===== config.mk =====
export PLATFORM = sky130hd
export DESIGN_NAME = usb_evt_queue
export DESIGN_NICKNAME = d
export VERILOG_FILES = /design/src/rtl/usb_evt_queue_pkg.sv /design/src/rtl/usb_evt_fifo.sv /design/src/rtl/usb_evt_queue.sv
export SDC_FILE = /design/constraint.sdc
export NUM_CORES = 1
export LEC_CHECK = 0
export ABC_AREA = 0
export CORE_UTILIZATION = 48
export DETAILED_ROUTE_END_ITERATION = 8
export GPL_TIMING_DRIVEN = 0
export HOLD_SLACK_MARGIN = 0.02
export PLACE_DENSITY = 0.8
export SYNTH_ARGS = -nofsm -noshare
export SYNTH_HDL_FRONTEND = slang
export SYNTH_SLANG_ARGS = --single-unit
export TNS_END_PERCENT = 10

===== constraint.sdc =====
create_clock -name clk -period 3.15 [get_ports clk]
set_input_delay 0.63 -clock clk [delete_from_list [all_inputs] [get_ports clk]]
set_output_delay 0.63 -clock clk [all_outputs]
set_load 0.03 [all_outputs]

===== src/rtl/usb_evt_queue_pkg.sv =====
// Shared defaults, event field layout and helpers for the USB event queue.
// Optional feature macro (used by usb_evt_queue): USB_EVT_DROP_CNT_EN.
package usb_evt_queue_pkg;

  localparam int DEF_DW    = 12;
  localparam int DEF_DEPTH = 4;
  localparam int DEF_CW    = 4;

  // Event payload layout as produced by the transaction controller
  localparam int EVT_EP_LSB = 0;
  localparam int EVT_EP_W   = 4;
  localparam int EVT_DIR    = 4;
  localparam int EVT_SETUP  = 5;

  // A zero threshold would make the IRQ fire with nothing pending, so it means 1
  function automatic logic [15:0] thresh_eff(input logic [15:0] thresh);
    return (thresh == 16'd0) ? 16'd1 : thresh;
  endfunction

endpackage


===== src/rtl/usb_evt_fifo.sv =====
// Pointer-based synchronous show-ahead FIFO with flush, full/empty and level.
module usb_evt_fifo #(
  parameter int DW    = 12,
  parameter int DEPTH = 4,
  parameter int AW    = 2,
  parameter int LW    = 3
) (
  input  logic          clk,
  input  logic          rst_n,
  input  logic          flush,
  input  logic          push,
  input  logic          pop,
  input  logic [DW-1:0] wdata,
  output logic [DW-1:0] rdata,
  output logic          full,
  output logic          empty,
  output logic [LW-1:0] level,
  output logic [LW-1:0] level_nxt
);

  logic [DW-1:0] mem_q [DEPTH];
  logic [AW-1:0] wr_ptr_q, wr_ptr_d;
  logic [AW-1:0] rd_ptr_q, rd_ptr_d;
  logic [LW-1:0] level_q, level_d;
  logic          pop_ok, push_ok;

  // Explicit wrap keeps the pointers correct for DEPTH=1 as well
  function automatic logic [AW-1:0] ptr_inc(input logic [AW-1:0] p);
    return (p == AW'(DEPTH - 1)) ? '0 : p + AW'(1);
  endfunction

  assign empty     = (level_q == '0);
  assign full      = (level_q == LW'(DEPTH));
  assign pop_ok    = pop & ~empty & ~flush;
  assign push_ok   = push & (~full | pop_ok) & ~flush;
  assign rdata     = mem_q[rd_ptr_q];
  assign level     = level_q;
  assign level_nxt = level_d;

  always_comb begin
    wr_ptr_d = wr_ptr_q;
    rd_ptr_d = rd_ptr_q;
    level_d  = level_q;
    if (flush) begin
      wr_ptr_d = '0;
      rd_ptr_d = '0;
      level_d  = '0;
    end else begin
      if (pop_ok)  rd_ptr_d = ptr_inc(rd_ptr_q);
      if (push_ok) wr_ptr_d = ptr_inc(wr_ptr_q);
      case ({push_ok, pop_ok})
        2'b10:   level_d = level_q + LW'(1);
        2'b01:   level_d = level_q - LW'(1);
        default: level_d = level_q;
      endcase
    end
  end

  always_ff @(posedge clk or negedge rst_n) begin
    if (!rst_n) begin
      wr_ptr_q <= '0;
      rd_ptr_q <= '0;
      level_q  <= '0;
    end else begin
      wr_ptr_q <= wr_ptr_d;
      rd_ptr_q <= rd_ptr_d;
      level_q  <= level_d;
    end
  end

  always_ff @(posedge clk) begin
    if (push_ok) mem_q[wr_ptr_q] <= wdata;
  end

endmodule


===== src/rtl/usb_evt_queue.sv =====
// USB event queue: FIFO or count-only event capture, overflow flag, IRQ coalescing.
// Optional macro USB_EVT_DROP_CNT_EN adds a saturating drop_cnt output.
module usb_evt_queue
  import usb_evt_queue_pkg::*;
#(
  parameter int DW    = DEF_DW,
  parameter int DEPTH = DEF_DEPTH,
  parameter int CW    = DEF_CW
) (
  input  logic          clk,
  input  logic          rst_n,
  input  logic [DW-1:0] evt_data,
  input  logic          evt_stb,
  input  logic          rd_ack,
  input  logic          flush,
  output logic [DW-1:0] rd_data,
  output logic          rd_valid,
  output logic [CW-1:0] rd_cnt,
  output logic          rd_ovf,
  input  logic          cfg_irq_ena,
  input  logic [CW-1:0] cfg_irq_thresh,
  input  logic [15:0]   cfg_irq_timeout,
  output logic          irq
`ifdef USB_EVT_DROP_CNT_EN
  ,
  output logic [7:0]    drop_cnt
`endif
);

  logic [CW-1:0] cnt_cur, cnt_nxt;
  logic          drop;

  generate
    if (DEPTH == 0) begin : g_count
      logic [CW-1:0] cnt_q, cnt_d;
      logic          sat;

      assign sat = (cnt_q == {CW{1'b1}});

      always_comb begin
        cnt_d = cnt_q;
        if (flush)                cnt_d = '0;
        else if (rd_ack)          cnt_d = CW'(evt_stb);
        else if (evt_stb && !sat) cnt_d = cnt_q + CW'(1);
      end

      always_ff @(posedge clk or negedge rst_n) begin
        if (!rst_n) cnt_q <= '0;
        else        cnt_q <= cnt_d;
      end

      // An ack reloads the counter, so a strobe alongside it is never lost
      assign drop     = evt_stb & sat & ~rd_ack & ~flush;
      assign cnt_cur  = cnt_q;
      assign cnt_nxt  = cnt_d;
      assign rd_data  = '0;
      assign rd_valid = (cnt_q != '0);
    end else begin : g_fifo
      localparam int AW = (DEPTH > 1) ? $clog2(DEPTH) : 1;
      localparam int LW = $clog2(DEPTH + 1);

      logic          full, empty;
      logic [LW-1:0] level, level_nxt;
      logic [DW-1:0] head;

      usb_evt_fifo #(
        .DW    (DW),
        .DEPTH (DEPTH),
        .AW    (AW),
        .LW    (LW)
      ) u_fifo (
        .clk       (clk),
        .rst_n     (rst_n),
        .flush     (flush),
        .push      (evt_stb),
        .pop       (rd_ack),
        .wdata     (evt_data),
        .rdata     (head),
        .full      (full),
        .empty     (empty),
        .level     (level),
        .level_nxt (level_nxt)
      );

      assign drop     = evt_stb & full & ~rd_ack & ~flush;
      assign cnt_cur  = CW'(level);
      assign cnt_nxt  = CW'(level_nxt);
      assign rd_data  = empty ? '0 : head;
      assign rd_valid = ~empty;
    end
  endgenerate

  logic        ovf_q, ovf_d;
  logic [15:0] timer_q, timer_d;
  logic        irq_q, irq_d;
  logic [15:0] thr;
  logic        irq_cond;

  assign thr      = thresh_eff(16'(cfg_irq_thresh));
  assign irq_cond = (16'(cnt_cur) >= thr) |
                    ((cfg_irq_timeout != 16'd0) & (cnt_cur != '0) & (timer_q == 16'd0));

  always_comb begin
    ovf_d   = ovf_q;
    timer_d = timer_q;
    irq_d   = cfg_irq_ena & irq_cond;
    if (flush)       ovf_d = 1'b0;
    else if (drop)   ovf_d = 1'b1;
    else if (rd_ack) ovf_d = 1'b0;
    // Load only on the empty-to-pending edge; later cfg changes never reload
    if (flush || cnt_nxt == '0)  timer_d = 16'd0;
    else if (cnt_cur == '0)      timer_d = cfg_irq_timeout;
    else if (timer_q != 16'd0)   timer_d = timer_q - 16'd1;
  end

  always_ff @(posedge clk or negedge rst_n) begin
    if (!rst_n) begin
      ovf_q   <= 1'b0;
      timer_q <= 16'd0;
      irq_q   <= 1'b0;
    end else begin
      ovf_q   <= ovf_d;
      timer_q <= timer_d;
      irq_q   <= irq_d;
    end
  end

  assign rd_cnt = cnt_cur;
  assign rd_ovf = ovf_q;
  assign irq    = irq_q;

`ifdef USB_EVT_DROP_CNT_EN
  logic [7:0] drop_cnt_q, drop_cnt_d;

  always_comb begin
    drop_cnt_d = drop_cnt_q;
    if (flush)                            drop_cnt_d = 8'd0;
    else if (drop && drop_cnt_q != 8'hFF) drop_cnt_d = drop_cnt_q + 8'd1;
  end

  always_ff @(posedge clk or negedge rst_n) begin
    if (!rst_n) drop_cnt_q <= 8'd0;
    else        drop_cnt_q <= drop_cnt_d;
  end

  assign drop_cnt = drop_cnt_q;
`endif

endmodule


==> impl_metrics.yaml, run 1 <==
floorplan:
  die_area_um2: 7610
  die_h_um: 87.2
  die_width_um: 87.2
  row_count: 30
  core_um2: 6910
  pin_count: 57
  start_util_pct: 50.5
global_route:
  grt_pass1_wl_um: 11300
  grt_pass1_vias: 2314
  use_met2_pct: 34.5
  antenna_found_initial: 0
  globalRouteOverflowTotal: 0
  grt_usage_pct: 20.2
  busiest_layer: "met2"
  grt_max_degree: 26
  met3_usage_pct: 3.13
  grt_use_met1_pct: 26.0
setup_path:
  reg2reg_from: "g_fifo.u_fifo.level[0]$_DFF_PN0_"
  start_kind: "primary input"
  critPathLaunch: "evt_stb"
  endpoint_kind: "register"
  critPathMaxFanout: 10
  critical_path_class: "in -> reg"
  crit_arrival_ps: 3300
  required_ps: 3390
drt:
  firstDrtPassIters: 4
  drtIter0Drc: 110
  via_per_inst: 5.34
  drt-total-wl_um: 6930
  antenna_left: 0
  wl_per_cell_um: 16.2
  drc_errors: 0
  vias: 2279
logic_synthesis:
  synth_top_family_by_area: "simple AND/OR/NAND/NOR gates"
  synth_fa_ha_area_share_pct: 4.16
  yosys-top-cells-area: "edfxtp_1 41%, dfrtp_1 18%, mux4_2 7.8%, ha_1 3.6%, a211oi_2 3.2%"
  synth_nets: 303
  yosys-top-cells-count: "48 x edfxtp_1, 27 x nor2_1, 25 x dfrtp_1"
  synth_xor_area_share_pct: 3.52
  muxShareOfSynthArea_pct: 8.32
  avgSynthCellArea_um2: 13.7
  synth_edf_count: 48
  yosysUniqueCellTypes: 46
  synth_compound_area_share_pct: 7.75
  ys.flop_type: "edfxtp_1"
  synth_seq_cells: 73
  netlist_area_um2: 3490
  ys_seq_area_share_pct: 59.3
  synth-async-reset-ratio_pct: 34.2
  synthSimpleGateAreaFrac_pct: 13.7
  yosys_warnings: 0
  yosysMostFrequentCell: "edfxtp_1"
  yosys.area.top_type: "edfxtp_1"
  postSynthCellCount: 254
  synth_top_area_share_pct: 41.3
place:
  dpl.cell_count: 405
  post-dp-hpwl_um: 4760
  portBuffers: 55
  post_dp_cell_area_um2: 4170
  gp_congestion: 0.784
sta:
  relSlewSlack_pct: 55.9
  hold_ws_ps: 292
  slew_violations: 0
  finalClockSkew_ps: 8.07
  tightest_slew_ps: 662
  max_freq_ghz: 0.327
  rsz0062_at_grt: "false"
  finalSetupTns_ps: 0
  finalCritPeriodShare_pct: 97.0
  hold_violations: 0
  min_period_ps: 3060
  setup_viol: 0
finish:
  diodes: 0
  instances_no_fill: 427
  layout-drive-gt1-share_pct: 20.2
  nNetsFinal: 375
  fillerInstances: 529
  syn_to_final_growth_pct: 28.3
  design_area_um2: 4480
  postLayoutCoreUtil_pct: 64.8
clocking:
  numClockSinks: 73
  cts_htree_levels: 3
  cts_tree: "built"
  cts_buffers: 9
  clk_pin_slew_ps: 80
  root_buffer: "clkbuf_8"
  insertion_delay_ps: 330
  cts_buffer_depth: 2
worst_hold_path:
  holdCritPathClass: "in -> async"
pwr:
  vdd_drop_max_v: 0.000294
  power.density_nw_per_um2: 645
  p_leak_nw: 1.67
run:
  cap_viol_max_count: 0
outcome:
  status: "finished clean"
## per-stage QoR
stage	total power, mW	setup slack, ps
floorplan	1.77	64.0
global placement	2.00	-594
detailed placement	2.02	-704
CTS	2.89	3.59
global route	3.03	5.96
finish	2.89	94.7
## worst paths after layout
check / end / slack, ps / cells after the start
max in group asynchronous: g_fifo.u_fifo.level[1]$_DFF_PN0_ / 2420 / 1
min: timer_q[5]$_DFFE_PN0P_ / 290 / 1
max reg2reg: timer_q[9]$_DFFE_PN0P_ / 140 / 13
min reg2reg: timer_q[1]$_DFFE_PN0P_ / 550 / 2
min in group clk: timer_q[1]$_DFFE_PN0P_ / 550 / 2
max: timer_q[9]$_DFFE_PN0P_ / 90 / 13
## registers in the layout, indices dropped and copies added, names as in the netlist
| name | cells |
|---|---|
| g_fifo.u_fifo.level | 3 |
| g_fifo.u_fifo.mem_q | 48 |
| g_fifo.u_fifo.rd_ptr_q | 2 |
| g_fifo.u_fifo.wr_ptr_q | 2 |
| irq | 1 |
| rd_ovf | 1 |
| timer_q | 16 |
## worst max-delay path, stage by stage
cell and delay, ps:
clkdlybuf4s50_1 500, nand2_2 90, nor2_4 110, inv_1 60, ha_2 190, fa_2 330
xnor2_1 140, or3_1 340, a31o_1 250, or2_1 220, buf_6 130, buf_12 140
a211oi_2 150
## per-layer routing
layer  wire length [um]  share of wire [%]
met1               2990                 43
met2               3600                 52
met3                232                3.4
met4                106                1.5
met5                  0                  0
## final cells by class
cell class	count	area (um^2)	share of cell area, %
flip-flops and latches	73	2070	46.3
multi-input cells	160	1340	29.9
repair buffers	62	596	13.3
clock buffers	11	131	2.94
well taps	96	120	2.68
clock inverters	5	104	2.32
plain buffers	11	77.6	1.73
inverters	9	36.3	0.811
## report_power, final
group / internal, mW / switching [mW] / total (mW)
logic: 0.391 / 0.484 / 0.875
clock network: 0.527 / 0.325 / 0.852
registers: 1.09 / 0.0676 / 1.16
## kinds of logic (layout without fill, tap and decap cells)
group,count (synthesis),count (layout)
flip-flops,73,73
XOR/XNOR,14,14
other,1,1
AO/OA/AOI/OAI,31,31
buffers and inverters,21,98
multiplexers,14,14
AND/OR/NAND/NOR,89,89
adder cells (fa/ha/maj),11,11
## cells in the final DEF, fill, tap and decap left out, types with 2 or more instances in the layout
| cell | Yosys | routed |
|---|---|---|
| a211oi_1 | 3 | 3 |
| a211oi_2 | 9 | 9 |
| a21o_1 | 2 | 2 |
| a21oi_1 | 8 | 8 |
| and2_1 | 17 | 17 |
| buf_2 | 3 | 4 |
| buf_4 | 1 | 9 |
| bufinv_16 | 0 | 3 |
| clkbuf_1 | 5 | 5 |
| clkbuf_8 | 0 | 9 |
| clkdlybuf4s50_1 | 0 | 52 |
| dfrtp_1 | 25 | 21 |
| dfrtp_2 | 0 | 4 |
| dlygate4sd2_1 | 0 | 2 |
| edfxtp_1 | 48 | 48 |
| ha_1 | 10 | 9 |
| inv_1 | 8 | 8 |
| mux2i_1 | 2 | 2 |
| mux4_2 | 12 | 12 |
| nand2_1 | 10 | 8 |
| nand2_2 | 0 | 2 |
| nand2b_1 | 4 | 4 |
| nand3_1 | 4 | 4 |
| nand4_1 | 3 | 3 |
| nor2_1 | 27 | 26 |
| nor2b_1 | 2 | 2 |
| nor3_1 | 7 | 6 |
| nor3_2 | 2 | 2 |
| nor4_1 | 4 | 4 |
| o21ai_0 | 2 | 2 |
| or3_1 | 3 | 3 |
| xnor2_1 | 7 | 7 |
| xor2_1 | 7 | 7 |
## timing repair
action,CTS,global route
pin swaps,5,2
hold buffers,0,0
buffers inserted,5,2
gates resized for setup,11,2
setup endpoints to repair,23,14
No activity file was read; power rests on OpenSTA's default activity.
==> run 2, diff against run 1 <==
--- a/config.mk
+++ b/config.mk
@@ -6,11 +6,13 @@
 export NUM_CORES = 1
 export LEC_CHECK = 0
 export ABC_AREA = 0
-export CORE_UTILIZATION = 48
+export CELL_PAD_IN_SITES_DETAIL_PLACEMENT = 0
+export CELL_PAD_IN_SITES_GLOBAL_PLACEMENT = 1
+export CORE_UTILIZATION = 39
 export DETAILED_ROUTE_END_ITERATION = 8
 export GPL_TIMING_DRIVEN = 0
 export HOLD_SLACK_MARGIN = 0.02
-export PLACE_DENSITY = 0.8
+export PLACE_DENSITY = 0.79
 export SYNTH_ARGS = -nofsm -noshare
 export SYNTH_HDL_FRONTEND = slang
 export SYNTH_SLANG_ARGS = --single-unit
==> impl_metrics.yaml, run 2 (same netlist as run 1, synthesis figures left out) <==
setup_path:
  critPathMaxFanout: 10
  critPathLaunch: "evt_stb"
  required_ps: 3400
  r2r_slack_ps: 140
  crit_arrival_ps: 3290
  rr_worst_depth: 13
  endpoint_kind: "register"
  start_kind: "primary input"
  critical_path_class: "in -> reg"
  r2r_end: "timer_q[3]$_DFFE_PN0P_"
  reg2reg_from: "g_fifo.u_fifo.level[0]$_DFF_PN0_"
floorplan:
  start_util_pct: 40.2
  die_width_um: 96.6
  core_um2: 8680
  die_h_um: 96.6
  die_area_um2: 9320
  pin_count: 57
  row_count: 34
sta:
  tightest_slew_ps: 1160
  hold_ws_ps: 542
  finalCritPeriodShare_pct: 96.5
  min_period_ps: 3040
  relSlewSlack_pct: 22.4
  slew_violations: 0
  max_freq_ghz: 0.329
  setup_viol: 0
  finalClockSkew_ps: 6.59
  hold_violations: 0
global_route:
  met3_usage_pct: 2.43
  grt_max_degree: 26
  grt_pass1_wl_um: 10800
  grt_usage_pct: 16.0
  antenna_found_initial: 0
  grt_pass1_vias: 2220
  globalRouteOverflowTotal: 0
  grt_use_met1_pct: 22.8
  busiest_layer: "met2"
  use_met2_pct: 23.9
outcome:
  status: "finished clean"
place:
  portBuffers: 55
  post_dp_cell_area_um2: 4190
  post-dp-hpwl_um: 4730
  dpl.cell_count: 417
  gp_congestion: 0.776
drt:
  wl_per_cell_um: 15.1
  vias: 2191
  firstDrtPassIters: 4
  via_per_inst: 4.99
  drt-total-wl_um: 6640
  antenna_left: 0
  drc_errors: 0
  drtIter0Drc: 92
clocking:
  numClockSinks: 73
  root_buffer: "clkbuf_8"
  cts_tree: "built"
  clk_pin_slew_ps: 70
  cts_htree_levels: 3
  cts_buffers: 9
  insertion_delay_ps: 330
  cts_buffer_depth: 2
pwr:
  p_leak_nw: 1.67
  power.density_nw_per_um2: 626
  vdd_drop_max_v: 0.000231
finish:
  max_flop_register: "g_fifo.u_fifo.mem_q"
  nNetsFinal: 376
  instances_no_fill: 439
  layout_commonest_cell: "clkdlybuf4s50_1"
  design_area_um2: 4490
  syn_to_final_growth_pct: 28.7
  diodes: 0
  postLayoutCoreUtil_pct: 51.7
  layout-drive-gt1-share_pct: 20.5
  layout_common_cells: "53 x clkdlybuf4s50_1, 48 x edfxtp_1, 26 x nor2_1"
  fillerInstances: 778
  largest_register_ffs: 48
worst_hold_path:
  min_to: "timer_q[1]$_DFFE_PN0P_"
  holdCritPathClass: "reg -> reg"
  min_from: "timer_q[1]$_DFFE_PN0P_"
  whs_path_depth: 2
run:
  cap_viol_max_count: 0
-- run 2: what timing repair did --
action / in CTS / in global routing
setup endpoints to repair: 23 / 21
hold buffers: 0 / 0
setup buffers: 5 / 3
endpoints found under the hold margin: 0 / 0
resized for setup: 12 / 3
pin swaps: 6 / 4
cloned: 0 / 0
-- run 2: metrics by stage --
stage               worst slack (ps)  power (mW)  setup TNS (ps)
finish                           110        2.81               0
global route                   -13.2        2.96           -22.6
CTS                            -7.79        2.81           -7.79
detailed placement              -724        2.02           -9650
global placement                -634        2.01           -8620
floorplan                       64.0        1.77               0
-- run 2: final cells by class --
type	instances	area, um^2	area share, %
sequential	73	2070	46.2
multi-input combinational	160	1350	30.0
timing repair buffer	63	609	13.6
tap	108	135	3.01
clock buffer	9	124	2.76
clock inverter	6	83.8	1.87
buffer	11	77.6	1.73
inverter	9	38.8	0.864
-- run 2: critical path, cell delays in order --
cell and delay, ps:
clkdlybuf4s50_1 500, nand2_2 70, nor2_2 120, inv_1 60
ha_2 190, fa_2 330, xnor2_1 150, or3_1 330
a31o_1 250, or2_1 220, buf_6 130, buf_12 140
a211oi_4 160
-- run 2: how the worst max path moves through the flow --
stage / to / slack, ps / depth (start not counted)
after CTS: timer_q[3]$_DFFE_PN0P_ / -8 / 13
after global routing: timer_q[3]$_DFFE_PN0P_ / -10 / 13
after detailed placement: timer_q[3]$_DFFE_PN0P_ / -720 / 15
final: timer_q[3]$_DFFE_PN0P_ / 110 / 13
after floorplan: timer_q[7]$_DFFE_PN0P_ / 60 / 14
after global placement: timer_q[7]$_DFFE_PN0P_ / -630 / 15
-- run 2: report_power, final --
group	internal [mW]	switching, mW
sequential	1.09	0.0652
combinational	0.400	0.484
clock	0.439	0.330
-- run 2: metal layers --
metal | part of all wire [%] | wire length (um)
met1 | 47 | 3140
met2 | 48 | 3190
met3 | 2.8 | 183
met4 | 1.9 | 127
met5 | 0 | 0
==> run 3, diff against run 2 <==
--- a/config.mk
+++ b/config.mk
@@ -6,6 +6,7 @@
 export NUM_CORES = 1
 export LEC_CHECK = 0
 export ABC_AREA = 0
+export CAP_MARGIN = 40
 export CELL_PAD_IN_SITES_DETAIL_PLACEMENT = 0
 export CELL_PAD_IN_SITES_GLOBAL_PLACEMENT = 1
 export CORE_UTILIZATION = 39
==> impl_metrics.yaml, run 3 (same netlist as run 1, synthesis figures left out) <==
global_route:
  use_met2_pct: 23.9
  grt_max_degree: 14
  antenna_found_initial: 0
  grt_usage_pct: 16.1
  met3_usage_pct: 2.82
  grt_pass1_wl_um: 11000
  busiest_layer: "met2"
  globalRouteOverflowTotal: 0
  grt_pass1_vias: 2205
  grt_use_met1_pct: 23.0
pwr:
  power.density_nw_per_um2: 642
  cellInternalPower_mw: 2.01
  pwr-share-comb_pct: 30.2
  power_mw: 2.91
  clock_power_share_pct: 30.1
  p_leak_nw: 1.68
  vdd_drop_max_v: 0.000259
  swShare_pct: 30.7
  switchingPower_mw: 0.893
  seq_power_share_pct: 39.7
finish:
  layout_common_cells: "53 x clkdlybuf4s50_1, 48 x edfxtp_1, 26 x nor2_1"
  instances_no_fill: 440
  diodes: 0
  fillerInstances: 795
  regArea_um2: 2070
  layout_commonest_cell: "clkdlybuf4s50_1"
  layout-drive-gt1-share_pct: 20.8
  nNetsFinal: 376
  largest_register_ffs: 48
  multi_input_area_um2: 1340
  syn_to_final_growth_pct: 29.8
  max_flop_register: "g_fifo.u_fifo.mem_q"
drt:
  drt-total-wl_um: 6710
  vias: 2219
  via_per_inst: 5.04
  wl_per_cell_um: 15.3
  antenna_left: 0
  drc_errors: 0
  firstDrtPassIters: 4
  drtIter0Drc: 147
clocking:
  holdBufCountCts: 0
  insertion_delay_ps: 340
  cts_buffer_depth: 2
  cts_buffers: 9
  cts_htree_levels: 3
  numClockSinks: 73
  clk_pin_slew_ps: 80
  root_buffer: "clkbuf_8"
  cts_tree: "built"
setup_path:
  crit_arrival_ps: 3330
  r2r_end: "timer_q[3]$_DFFE_PN0P_"
  required_ps: 3400
  critical_path.cell_chain: "clkdlybuf4s50_1 -> nand2_2 -> nor2_4 -> inv_1 -> ha_2 -> fa_2 -> xnor2_1 -> or3_1 -> a31o_1 -> or2_1 -> buf_6 -> buf_12 -> a211oi_2"
  slowest_delay_ps: 490
  endpoint_kind: "register"
  crit_end: "timer_q[3]$_DFFE_PN0P_"
  start_kind: "primary input"
  critPathLaunch: "evt_stb"
  rr_worst_depth: 13
  critical_path_class: "in -> reg"
  critPathMaxFanout: 10
  r2r_slack_ps: 120
  reg2reg_from: "g_fifo.u_fifo.level[0]$_DFF_PN0_"
  crit_slowest_cell: "clkdlybuf4s50_1"
sta:
  tightest_slew_ps: 671
  setup_viol: 0
  slew_violations: 0
  hold_violations: 0
  relSlewSlack_pct: 55.1
  min_period_ps: 3070
  finalClockSkew_ps: 7.85
  finalCritPeriodShare_pct: 97.5
  finalSetupTns_ps: 0
  max_freq_ghz: 0.325
place:
  portBuffers: 55
  dpl.cell_count: 418
  post-dp-hpwl_um: 4780
  gp_congestion: 0.776
floorplan:
  pin_count: 57
  die_width_um: 96.6
  row_count: 34
  die_area_um2: 9320
  die_h_um: 96.6
  core_um2: 8680
  start_util_pct: 40.2
outcome:
  status: "finished clean"
worst_hold_path:
  holdCritPathClass: "reg -> reg"
run:
  cap_viol_max_count: 0
==> run 3: cell type report <==
cell class,instances,area share [%]
Timing Repair Buffer,63,13.6
Multi-Input combinational cell,160,29.7
Clock inverter,7,2.63
Inverter,9,0.857
Sequential cell,73,45.8
Clock buffer,9,2.74
Buffer,11,1.71
Tap cell,108,2.99
==> run 3: power by group through the flow <==
stage | logic, mW | clock network, mW | registers, mW
CTS | 0.870 | 0.888 | 1.16
detailed placement | 0.852 | 0 | 1.17
finish | 0.877 | 0.875 | 1.16
global route | 0.963 | 0.932 | 1.17
global placement | 0.842 | 0 | 1.17
floorplan | 0.596 | 0 | 1.17
==> run 3: how the worst min path moves through the flow <==
stage / start / end / depth (start not counted)
global route: timer_q[1]$_DFFE_PN0P_ / timer_q[1]$_DFFE_PN0P_ / 2
finish: timer_q[1]$_DFFE_PN0P_ / timer_q[1]$_DFFE_PN0P_ / 2
global placement: timer_q[1]$_DFFE_PN0P_ / timer_q[1]$_DFFE_PN0P_ / 2
floorplan: rst_n / g_fifo.u_fifo.level[0]$_DFF_PN0_ / 0
detailed placement: timer_q[1]$_DFFE_PN0P_ / timer_q[1]$_DFFE_PN0P_ / 2
CTS: timer_q[1]$_DFFE_PN0P_ / timer_q[1]$_DFFE_PN0P_ / 2
==> run 3: through the flow <==
stage / setup WS [ps] / util (%) / hold slack (ps) / instance area, um^2
after global routing: -30.2 / 52.2 / 561 / 4530
final: 77.3 / 52.2 / 539 / 4530
after floorplan: 64.0 / - / 334 / 3500
after detailed placement: -707 / 48.4 / 539 / 4200
after CTS: 8.82 / 51.8 / 544 / 4500
after global placement: -634 / 48.3 / 535 / 4190
==> run 3: worst max-delay path: cells and delay by family <==
| kind | cells | cell delay, ps |
|---|---|---|
| buffers and inverters | 4 | 820 |
| XOR/XNOR | 1 | 140 |
| AO/OA/AOI/OAI | 2 | 450 |
| AND/OR/NAND/NOR | 4 | 770 |
| adder cells (fa/ha/maj) | 2 | 510 |
==> run 3: layer usage <==
metal  wire (um)  vias to the layer above
li1            -                     1082
met1        3140                     1083
met2        3240                       39
met3         170                       15
met4         159                        0
met5           0                        -
==> run 3: what timing repair did <==
action	4_1_cts	5_1_grt
resized for setup	12	3
pin swaps	6	3
endpoints found under the setup margin	23	20
buffers inserted	4	3
